--- src/rtl/serial_word_receiver_if.sv ---
`default_nettype none
// ============================================================================
//  Module   : serial_word_receiver_if
//  Purpose  : Bundles the serial-link input side and the parallel-word output
//             handshake of serial_word_receiver into one interface.
//  Signals  : Enable_In, Serial_Data_In, Serial_Valid_In, Frame_Start_In,
//             Shift_Direction_In, Parallel_Ready_In, Error_Clear_In
//             (driven by the master)
//             Parallel_Data_Out, Parallel_Valid_Out, Bit_Count_Out, Busy_Out,
//             Overrun_Error_Out, Framing_Error_Out (driven by the slave)
//  Modports : master = link source / word consumer, slave = the receiver
//  Revision : 1.0 - initial release
// ============================================================================
interface serial_word_receiver_if #(
   parameter int DATA_WIDTH = 32
);
   localparam int CNT_W = $clog2(DATA_WIDTH);

   logic                  Enable_In;
   logic                  Serial_Data_In;
   logic                  Serial_Valid_In;
   logic                  Frame_Start_In;
   logic                  Shift_Direction_In;
   logic [DATA_WIDTH-1:0] Parallel_Data_Out;
   logic                  Parallel_Valid_Out;
   logic                  Parallel_Ready_In;
   logic [CNT_W-1:0]      Bit_Count_Out;
   logic                  Busy_Out;
   logic                  Overrun_Error_Out;
   logic                  Framing_Error_Out;
   logic                  Error_Clear_In;

   modport master (
      output Enable_In, Serial_Data_In, Serial_Valid_In, Frame_Start_In,
             Shift_Direction_In, Parallel_Ready_In, Error_Clear_In,
      input  Parallel_Data_Out, Parallel_Valid_Out, Bit_Count_Out, Busy_Out,
             Overrun_Error_Out, Framing_Error_Out
   );

   modport slave (
      input  Enable_In, Serial_Data_In, Serial_Valid_In, Frame_Start_In,
             Shift_Direction_In, Parallel_Ready_In, Error_Clear_In,
      output Parallel_Data_Out, Parallel_Valid_Out, Bit_Count_Out, Busy_Out,
             Overrun_Error_Out, Framing_Error_Out
   );
endinterface
`default_nettype wire

--- src/rtl/serial_word_receiver.sv ---
`default_nettype none
// ============================================================================
//  Module   : serial_word_receiver
//  Purpose  : Receive end of a serial link. Samples a bit stream (MSB-first or
//             LSB-first, chosen per frame) and assembles DATA_WIDTH-bit words.
//             A completed word moves into an output holding register behind a
//             valid/ready handshake while the shift register keeps filling.
//             Sticky overrun and framing error flags.
//  Ports    : Clk_In   - clock, all state updates on posedge
//             Reset_In - synchronous active-low reset
//             bus      - serial_word_receiver_if.slave (link + word handshake)
//  Revision : 1.0 - initial release
// ============================================================================
module serial_word_receiver #(
   parameter int DATA_WIDTH = 32
) (
   input  logic                  Clk_In,
   input  logic                  Reset_In,
   serial_word_receiver_if.slave bus
);
   localparam int CNT_W = $clog2(DATA_WIDTH);

   localparam logic [0:0] ST_IDLE    = 1'b0;
   localparam logic [0:0] ST_RECEIVE = 1'b1;

   localparam logic [CNT_W-1:0] LAST_CNT = CNT_W'(DATA_WIDTH - 1);

   logic [0:0]            state_q,   state_d;
   logic [DATA_WIDTH-1:0] shreg_q,   shreg_d;
   logic [DATA_WIDTH-1:0] dout_q,    dout_d;
   logic                  valid_q,   valid_d;
   logic [CNT_W-1:0]      cnt_q,     cnt_d;
   logic                  dir_q,     dir_d;
   logic                  ovr_q,     ovr_d;
   logic                  frm_q,     frm_d;

   logic                  accept;
   logic                  start;
   logic                  take_bit;
   logic                  word_done;
   logic                  handshake;
   logic                  can_load;
   logic [DATA_WIDTH-1:0] shifted;

   // A Frame_Start bit always opens a new frame, in either state; an ordinary
   // bit only counts while a frame is open.
   assign accept    = bus.Enable_In & bus.Serial_Valid_In;
   assign start     = accept & bus.Frame_Start_In;
   assign take_bit  = accept & ~bus.Frame_Start_In & (state_q == ST_RECEIVE);
   assign word_done = take_bit & (cnt_q == LAST_CNT);
   assign handshake = valid_q & bus.Parallel_Ready_In;
   // Holding register is free if empty or being drained at this very edge.
   assign can_load  = ~valid_q | bus.Parallel_Ready_In;

   assign shifted = dir_q ? {bus.Serial_Data_In, shreg_q[DATA_WIDTH-1:1]}
                          : {shreg_q[DATA_WIDTH-2:0], bus.Serial_Data_In};

   // ------------------------------------------------------------------------
   // State register (plus datapath flops)
   // ------------------------------------------------------------------------
   always_ff @(posedge Clk_In) begin
      if (!Reset_In) begin
         state_q <= ST_IDLE;
         shreg_q <= '0;
         dout_q  <= '0;
         valid_q <= 1'b0;
         cnt_q   <= '0;
         dir_q   <= 1'b0;
         ovr_q   <= 1'b0;
         frm_q   <= 1'b0;
      end else begin
         state_q <= state_d;
         shreg_q <= shreg_d;
         dout_q  <= dout_d;
         valid_q <= valid_d;
         cnt_q   <= cnt_d;
         dir_q   <= dir_d;
         ovr_q   <= ovr_d;
         frm_q   <= frm_d;
      end
   end

   // ------------------------------------------------------------------------
   // Next-state logic
   // ------------------------------------------------------------------------
   always_comb begin
      state_d = state_q;
      shreg_d = shreg_q;
      cnt_d   = cnt_q;
      dir_d   = dir_q;
      dout_d  = dout_q;
      valid_d = valid_q;

      if (start) begin
         state_d = ST_RECEIVE;
         dir_d   = bus.Shift_Direction_In;
         cnt_d   = CNT_W'(1);
         // Any partial word is discarded: the new frame starts from zero.
         shreg_d = '0;
         if (bus.Shift_Direction_In) begin
            shreg_d[DATA_WIDTH-1] = bus.Serial_Data_In;
         end else begin
            shreg_d[0] = bus.Serial_Data_In;
         end
      end else if (take_bit) begin
         shreg_d = shifted;
         if (word_done) begin
            state_d = ST_IDLE;
            cnt_d   = '0;
         end else begin
            cnt_d = cnt_q + CNT_W'(1);
         end
      end

      if (handshake) begin
         valid_d = 1'b0;
      end
      // A completion coinciding with a transfer reloads without a bubble;
      // one arriving while the held word is stalled is dropped.
      if (word_done && can_load) begin
         dout_d  = shifted;
         valid_d = 1'b1;
      end

      // Set wins over clear.
      ovr_d = (word_done & ~can_load) | (ovr_q & ~bus.Error_Clear_In);
      frm_d = (start & (state_q == ST_RECEIVE)) | (frm_q & ~bus.Error_Clear_In);
   end

   // ------------------------------------------------------------------------
   // Output logic
   // ------------------------------------------------------------------------
   always_comb begin
      bus.Busy_Out           = (state_q == ST_RECEIVE);
      bus.Parallel_Data_Out  = dout_q;
      bus.Parallel_Valid_Out = valid_q;
      bus.Bit_Count_Out      = cnt_q;
      bus.Overrun_Error_Out  = ovr_q;
      bus.Framing_Error_Out  = frm_q;
   end

endmodule
`default_nettype wire

--- src/flat_wrapper.sv ---
// flat-port wrapper written by rule: the top's interface ports become plain ports
module serial_word_receiver_flat 
#(
   parameter int DATA_WIDTH = 32
)
  (Clk_In, Reset_In, bus_Enable_In, bus_Serial_Data_In, bus_Serial_Valid_In, bus_Frame_Start_In, bus_Shift_Direction_In, bus_Parallel_Ready_In, bus_Error_Clear_In, bus_Parallel_Data_Out, bus_Parallel_Valid_Out, bus_Bit_Count_Out, bus_Busy_Out, bus_Overrun_Error_Out, bus_Framing_Error_Out);
  serial_word_receiver_if #(.DATA_WIDTH(DATA_WIDTH)) bus_i ();
  input  logic Clk_In;
  input  logic Reset_In;
  input wire logic [$bits(bus_i.Enable_In)-1:0] bus_Enable_In;
  input wire logic [$bits(bus_i.Serial_Data_In)-1:0] bus_Serial_Data_In;
  input wire logic [$bits(bus_i.Serial_Valid_In)-1:0] bus_Serial_Valid_In;
  input wire logic [$bits(bus_i.Frame_Start_In)-1:0] bus_Frame_Start_In;
  input wire logic [$bits(bus_i.Shift_Direction_In)-1:0] bus_Shift_Direction_In;
  input wire logic [$bits(bus_i.Parallel_Ready_In)-1:0] bus_Parallel_Ready_In;
  input wire logic [$bits(bus_i.Error_Clear_In)-1:0] bus_Error_Clear_In;
  output wire logic [$bits(bus_i.Parallel_Data_Out)-1:0] bus_Parallel_Data_Out;
  output wire logic [$bits(bus_i.Parallel_Valid_Out)-1:0] bus_Parallel_Valid_Out;
  output wire logic [$bits(bus_i.Bit_Count_Out)-1:0] bus_Bit_Count_Out;
  output wire logic [$bits(bus_i.Busy_Out)-1:0] bus_Busy_Out;
  output wire logic [$bits(bus_i.Overrun_Error_Out)-1:0] bus_Overrun_Error_Out;
  output wire logic [$bits(bus_i.Framing_Error_Out)-1:0] bus_Framing_Error_Out;
  assign bus_i.Enable_In = bus_Enable_In;
  assign bus_i.Serial_Data_In = bus_Serial_Data_In;
  assign bus_i.Serial_Valid_In = bus_Serial_Valid_In;
  assign bus_i.Frame_Start_In = bus_Frame_Start_In;
  assign bus_i.Shift_Direction_In = bus_Shift_Direction_In;
  assign bus_i.Parallel_Ready_In = bus_Parallel_Ready_In;
  assign bus_i.Error_Clear_In = bus_Error_Clear_In;
  assign bus_Parallel_Data_Out = bus_i.Parallel_Data_Out;
  assign bus_Parallel_Valid_Out = bus_i.Parallel_Valid_Out;
  assign bus_Bit_Count_Out = bus_i.Bit_Count_Out;
  assign bus_Busy_Out = bus_i.Busy_Out;
  assign bus_Overrun_Error_Out = bus_i.Overrun_Error_Out;
  assign bus_Framing_Error_Out = bus_i.Framing_Error_Out;
  serial_word_receiver #(.DATA_WIDTH(DATA_WIDTH)) u_core (.Clk_In(Clk_In), .Reset_In(Reset_In), .bus(bus_i));
endmodule
--- config.mk ---
export PLATFORM = sky130hd
export DESIGN_NAME = serial_word_receiver_flat
export DESIGN_NICKNAME = d
export VERILOG_FILES = /design/src/rtl/serial_word_receiver_if.sv /design/src/rtl/serial_word_receiver.sv /design/src/flat_wrapper.sv
export SDC_FILE = /design/constraint.sdc
export NUM_CORES = 1
export LEC_CHECK = 0
export ABC_AREA = 1
export ABC_CLOCK_PERIOD_IN_PS = 2380
export CAP_MARGIN = 25
export CORE_AREA = 2 2 103 145
export DETAILED_ROUTE_END_ITERATION = 10
export DIE_AREA = 0 0 105 147
export GPL_TIMING_DRIVEN = 0
export PLACE_DENSITY = 0.49
export SLEW_MARGIN = 15
export SYNTH_ARGS = -nofsm -noshare
export SYNTH_HDL_FRONTEND = slang
export SYNTH_SLANG_ARGS = --single-unit
--- constraint.sdc ---
create_clock -name Clk_In -period 2.38 [get_ports Clk_In]
set_clock_uncertainty 0.1 [all_clocks]
set_input_delay 0.238 -clock Clk_In [delete_from_list [all_inputs] [get_ports Clk_In]]
set_output_delay 0.238 -clock Clk_In [all_outputs]
set_load 0.01 [all_outputs]
**Word level (Yosys, flattened, before mapping)**

Cells that the tools add are included.

- $add $sub $neg: 1
- Equal/unequal tests: 1
- Muxes and demuxes: 13
- Bitwise logic cells: 18
- Reduce and logical (&&, ||, !) cells: 6

Operators with widths:

| operator | number |
|---|---|
| 32-bit two-way mux | 3 |
| 1-bit bitwise AND | 10 |
| 1-bit two-way mux | 9 |
| 2-bit nonzero test | 3 |
| 5-bit by 1-bit adder with 5-bit output (second input constant) | 1 |
| 5-bit == test (second input constant) | 1 |
| 5-bit two-way mux | 1 |
| 1-bit inverter | 5 |
| 1-bit OR | 3 |
| 2-bit AND reduction | 1 |
| 2-bit OR reduction | 1 |
| 1-bit logical AND | 1 |

- Register bits after elaboration: 74
- Bits of input ports: 9
- Output and inout bits: 41

**Depth between registers and ports, before layout**

Gate-level depths: netlist of run 1.

- Depth after elaboration: 7
- Mapped depth: 9
- Gate-level depth less buffers: 8

**Worst setup path after synthesis of run 1**

Ideal clock, no wire load.

- Path type: register to register
- From: register u_core.cnt_q[0], in the netlist u_core.bus.Bit_Count_Out[0]
- To: register u_core.dout_q[23], in the netlist u_core.bus.Parallel_Data_Out[23]
- Arrival time: 1.545 ns
- Required time: 2.170 ns
- Path slack: 0.625 ns
- Stages on the path, launching flop included: 9
- Period minus slack after synthesis: 1.755 ns
- Path through: dfxtp_1 > ha_1 > and3_1 > ha_1 > buf_2 > buf_1 > nand4_1 > nand2_1 > nor2_1

- Cells in the longest elaborated chain, start to end: 3

RTL lines:

| element | line | text |
|---|---|---|
| start: declaration | serial_word_receiver.sv:32 | `logic [CNT_W-1:0] cnt_q, cnt_d;` |
| start signal: assignment | serial_word_receiver.sv:76 | `cnt_q <= cnt_d;` |
| 5-bit == test | serial_word_receiver.sv:50 | `assign word_done = take_bit & (cnt_q == LAST_CNT);` |
| 1-bit bitwise AND | serial_word_receiver.sv:50 |  |
| 1-bit logical AND | serial_word_receiver.sv:120 | `if (word_done && can_load) begin` |
| end signal: assignment | serial_word_receiver.sv:74 | `dout_q <= dout_d;` |
| end: declaration | serial_word_receiver.sv:30 | `logic [DATA_WIDTH-1:0] dout_q, dout_d;` |

No other way between the ends.
A chain may end at the register's enable or synchronous reset.

**Worst setup path after layout of run 1**

- From: register u_core.cnt_q[0], in the netlist u_core.bus.Bit_Count_Out[0]
- To: register u_core.ovr_q, in the netlist u_core.bus.Overrun_Error_Out

- Cells in the longest elaborated chain, start to end: 4

RTL lines:

| element | line | text |
|---|---|---|
| 5-bit == test | serial_word_receiver.sv:50 |  |
| 1-bit bitwise AND | serial_word_receiver.sv:50 |  |
| 1-bit bitwise AND | serial_word_receiver.sv:126 | `ovr_d = (word_done & ~can_load) \| (ovr_q & ~bus.Error_Clear_In);` |
| 1-bit OR | serial_word_receiver.sv:126 |  |
| end signal: assignment | serial_word_receiver.sv:78 | `ovr_q <= ovr_d;` |
| end: declaration | serial_word_receiver.sv:34 | `logic ovr_q, ovr_d;` |

No other way between the ends.

==> summary.txt, run 1 <==
Status
  • Outcome: finished, final reports clean

Synthesis
  • Post-synthesis register bit count: 74
  • FFs w/ async S/R, synth: 0%
  • Area share of the largest cell type after synthesis: 41.23%
  • Post-Synthesis Cells: roughly 560
  • Syn_nets: 572
  • List of most frequent post-synthesis cells: nand2_1, inv_1, dfxtp_1
  • Number of library cell types mapped by synthesis: 20
  • Top cells by area, synth: dfxtp_1, nand2_1, inv_1
  • Mapped Area: ~3600 sq um
  • Yosys warns: 0
  • Seq/Total Area, Yosys: 41.23%
  • Syn Area/Cell: 6.405 sq um
  • Most used flip-flop cell after synthesis: dfxtp_1
  • Most frequent cell after synthesis: nand2_1
  • Cell taking the most area after synthesis: dfxtp_1
  • Post-synth EDFFs: 0

Placement
  • Port bufs: 48
  • Post-detail-place hpwl: 6900 microns
  • Inst Count DP: 798
  • GP Congestion: 0.8160

Cells and area
  • Layout cells sized above 1: about 6.9%
  • Multi-input gate area: 1524 sq um
  • Final Core Density: 32.45%
  • Final non-filler cell total: 812
  • # diodes: 0
  • Fillcell total: 1603
  • P&R area growth vs syn: 28.10%
  • Register cell area after layout: 1481 sq um
  • NumNets Final: 631

Critical path
  • Most Frequent Cell on Critical Path: ha_1
  • Critical Path Source Type: flip-flop
  • Critical path buffers and inverters: 2
  • RR Endpoint: u_core.bus.Overrun_Error_Out$_SDFF_PN0_
  • Critical path's slowest cell: buf_1
  • Worst-path maximum fanout: 10
  • CP max stage delay: between 400 and 500 ps
  • Crit path kind: flip-flop to flip-flop
  • R2r startpoint: u_core.bus.Bit_Count_Out[0]$_SDFFE_PN0P_
  • Reg2Reg Setup Slack: 260 ps
  • WP data arrival: ~2300 ps
  • Reg2Reg Depth: 7
  • CP Cell Sequence: ha_1 > and3_1 > ha_1 > buf_2 > buf_1 > nand4_2 > a21oi_1
  • Critical path capture point type: flip-flop
  • Required @ worst endpoint: 2550 ps
  • Delay-heaviest family, CP: buffers and inverters

Clock network
  • Post-cts sizing count: 0
  • H-Tree Depth: 3
  • Worst-skew pair later-pin latency: roughly 330 ps
  • Hold_buf cts: 0
  • Clock sinks: 74
  • CTS tree: done
  • Postcts setup bufs: 0
  • Clk root buf: clkbuf_16
  • CTS buffer count: 9
  • Clock Tree Buf Depth: 2
  • Clock slew at reported path FFs: about 60 ps

Timing
  • Final hold vios: 0
  • Max Fclk: 471.5 MHz
  • Crit path time final: about 2100 ps
  • TNS Setup: 0 ps
  • Setup-failing EPs final: 0
  • Pins over their slew limit: 0
  • Relative slew margins: ~65%
  • RSZ-0062 raised after global routing: no
  • Final Cycle Share: around nine tenths
  • Worst-Margin Slew: 523.0 ps

Floorplan
  • Area of the die: ~15000 sq um
  • Cell Rows: 52
  • Die X: 105 microns
  • I/O pins: 50
  • Die Y: 147 microns
  • Core area: 14180 sq um
  • Initial Util: roughly 25%

Power and ir drop
  • Power Total: between 2 and 3 mW
  • Peak VDD IR: 0.3120 mV
  • P_leak: about 2.1 nW
  • PD cells: 599.3 nW/um^2

Hold path
  • Worst Hold Depth: 3
  • Hold_sp: Reset_In
  • Worst Hold Path EP: u_core.bus.Parallel_Data_Out[1]$_SDFFE_PN0P_
  • Worst Hold Class: primary input to flip-flop

Detailed routing
  • Routed len/inst: 11.63 microns
  • Vias/cell: 4.223
  • Detailed Routing Iterations Pass 1: 4
  • Final wirelength: about 9400 microns
  • Via Count: 3429
  • Antenna viol nets, final: 0
  • Drt initial violations: 126
  • DRC Markers: 0

Global route
  • Number of global-route vias before repair: 3391
  • Total track usage: 12.75%
  • Largest net degree at the start of global routing: 12
  • Initial antenna violation count: 0
  • GR Overflow Total: 0
  • First-pass GRT wire length: 15940 microns

Job
  • Max_cap viols: 0
[tightest hold or removal path, cell delays in order]
cell,delay (ps)
buf_2,180
nand2_1,90
nor2_1,30
[worst max path at each step]
stage / start / end / cells after the start
after detailed placement: u_core.bus.Bit_Count_Out[0]$_SDFFE_PN0P_ / u_core.bus.Parallel_Data_Out[26]$_SDFFE_PN0P_ / 8
after global placement: u_core.bus.Bit_Count_Out[0]$_SDFFE_PN0P_ / u_core.bus.Overrun_Error_Out$_SDFF_PN0_ / 7
after CTS: u_core.bus.Bit_Count_Out[0]$_SDFFE_PN0P_ / u_core.bus.Overrun_Error_Out$_SDFF_PN0_ / 7
after global routing: u_core.bus.Bit_Count_Out[0]$_SDFFE_PN0P_ / u_core.bus.Parallel_Data_Out[24]$_SDFFE_PN0P_ / 8
final: u_core.bus.Bit_Count_Out[0]$_SDFFE_PN0P_ / u_core.bus.Overrun_Error_Out$_SDFF_PN0_ / 7
after floorplan: u_core.bus.Bit_Count_Out[0]$_SDFFE_PN0P_ / u_core.bus.Parallel_Data_Out[23]$_SDFFE_PN0P_ / 8
[stage by stage]
stage | hold slack, ps | setup slack [ps] | area, sq um
after floorplan | 276.7 | 625.1 | 3593
after global placement | 363.1 | 327.8 | 4310
after detailed placement | 352.3 | 298.4 | 4310
after CTS | 161.9 | 238.7 | 4603
after global routing | 160.2 | 68.99 | 4603
final | 158.7 | 259.1 | 4603
[power by group]
part	leakage [nW]	internal [mW]	total, mW	switching (mW)
Sequential	0.597	1.25	1.25	0.00600
Clock	0.147	0.853	1.35	0.502
Combinational	1.32	0.0523	0.149	0.0971
[placed cells by master, fill, tap and decap left out]
cell type / netlist / routed
nor2_8: 1 / 1
clkbuf_16: 0 / 9
inv_1: 108 / 108
clkbuf_8: 0 / 2
nor2_1: 48 / 48
nand3_1: 7 / 7
a21oi_1: 36 / 36
nand2_2: 2 / 2
dfxtp_1: 74 / 74
buf_6: 3 / 3
nand4_2: 1 / 1
bufinv_16: 0 / 1
clkbuf_1: 5 / 5
o21ai_0: 33 / 33
buf_1: 6 / 6
clkinv_2: 0 / 2
and3_1: 1 / 1
nor3_1: 1 / 1
nand3_2: 1 / 1
ha_1: 2 / 2
buf_4: 1 / 1
nand4_1: 32 / 32
clkdlybuf4s50_1: 0 / 48
buf_2: 20 / 20
nand2_1: 179 / 179
[routing by layer]
metal  vias up  share of wire (%)  global-route usage [%]
met3        19                3.4                   2.751
met5         -                  0                       0
li1       1819                  -                       -
met4         0                2.6                   5.867
met1      1516                 45                   15.33
met2        75                 49                   21.62
[layout make-up]
cell class              instances  share of cell area, %
inverters                     108                  8.807
clock inverters                 3                 0.8698
multi-input cells             344                  33.11
well taps                     189                  5.137
flip-flops and latches         74                  32.18
repair buffers                 48                  10.44
clock buffers                  11                  5.491
plain buffers                  35                  3.968
[cells by family after synthesis]
group / count (synthesis) / share of synthesized area (%)
fa+ha+maj: 2 / 0.6963
compound gates: 69 / 9.610
buf+inv: 143 / 16.37
simple gates: 273 / 32.10
flops: 74 / 41.23
[sequential cells by signal (all words and copies together) (netlist names)]
| signal | cells |
|---|---|
| u_core.bus.Parallel_Data_Out | 32 |
| u_core.shreg_q | 32 |
| u_core.bus.Bit_Count_Out | 5 |
| u_core.bus.Busy_Out | 1 |
| u_core.bus.Framing_Error_Out | 1 |
| u_core.bus.Overrun_Error_Out | 1 |
| u_core.bus.Parallel_Valid_Out | 1 |
| u_core.dir_q | 1 |
(Power assumes the default switching activity.)
==> run 2, diff against run 1 <==
--- a/config.mk
+++ b/config.mk
@@ -6,7 +6,7 @@
 export NUM_CORES = 1
 export LEC_CHECK = 0
 export ABC_AREA = 1
-export ABC_CLOCK_PERIOD_IN_PS = 2380
+export ABC_CLOCK_PERIOD_IN_PS = 2700
 export CAP_MARGIN = 25
 export CORE_AREA = 2 2 103 145
 export DETAILED_ROUTE_END_ITERATION = 10
==> constraint.sdc (replaced) <==
create_clock -name Clk_In -period 2.7 [get_ports Clk_In]
set_clock_uncertainty 0.1 [all_clocks]
set_input_delay 0.27 -clock Clk_In [delete_from_list [all_inputs] [get_ports Clk_In]]
set_output_delay 0.27 -clock Clk_In [all_outputs]
set_load 0.01 [all_outputs]
==> results of run 2 <==
Same layout as run 1 (identical final DEF). Status: finished, final reports clean.
Main changes from that run: setup slack after placement 298.4 ps -> 618.4 ps; setup slack after layout 259.1 ps -> 579.1 ps; hold slack 158.7 ps -> 190.7 ps; register-to-register setup slack 260 ps -> 580 ps; total power 2.759 mW -> 2.432 mW; worst IR drop on VDD 0.3120 mV -> 0.2751 mV
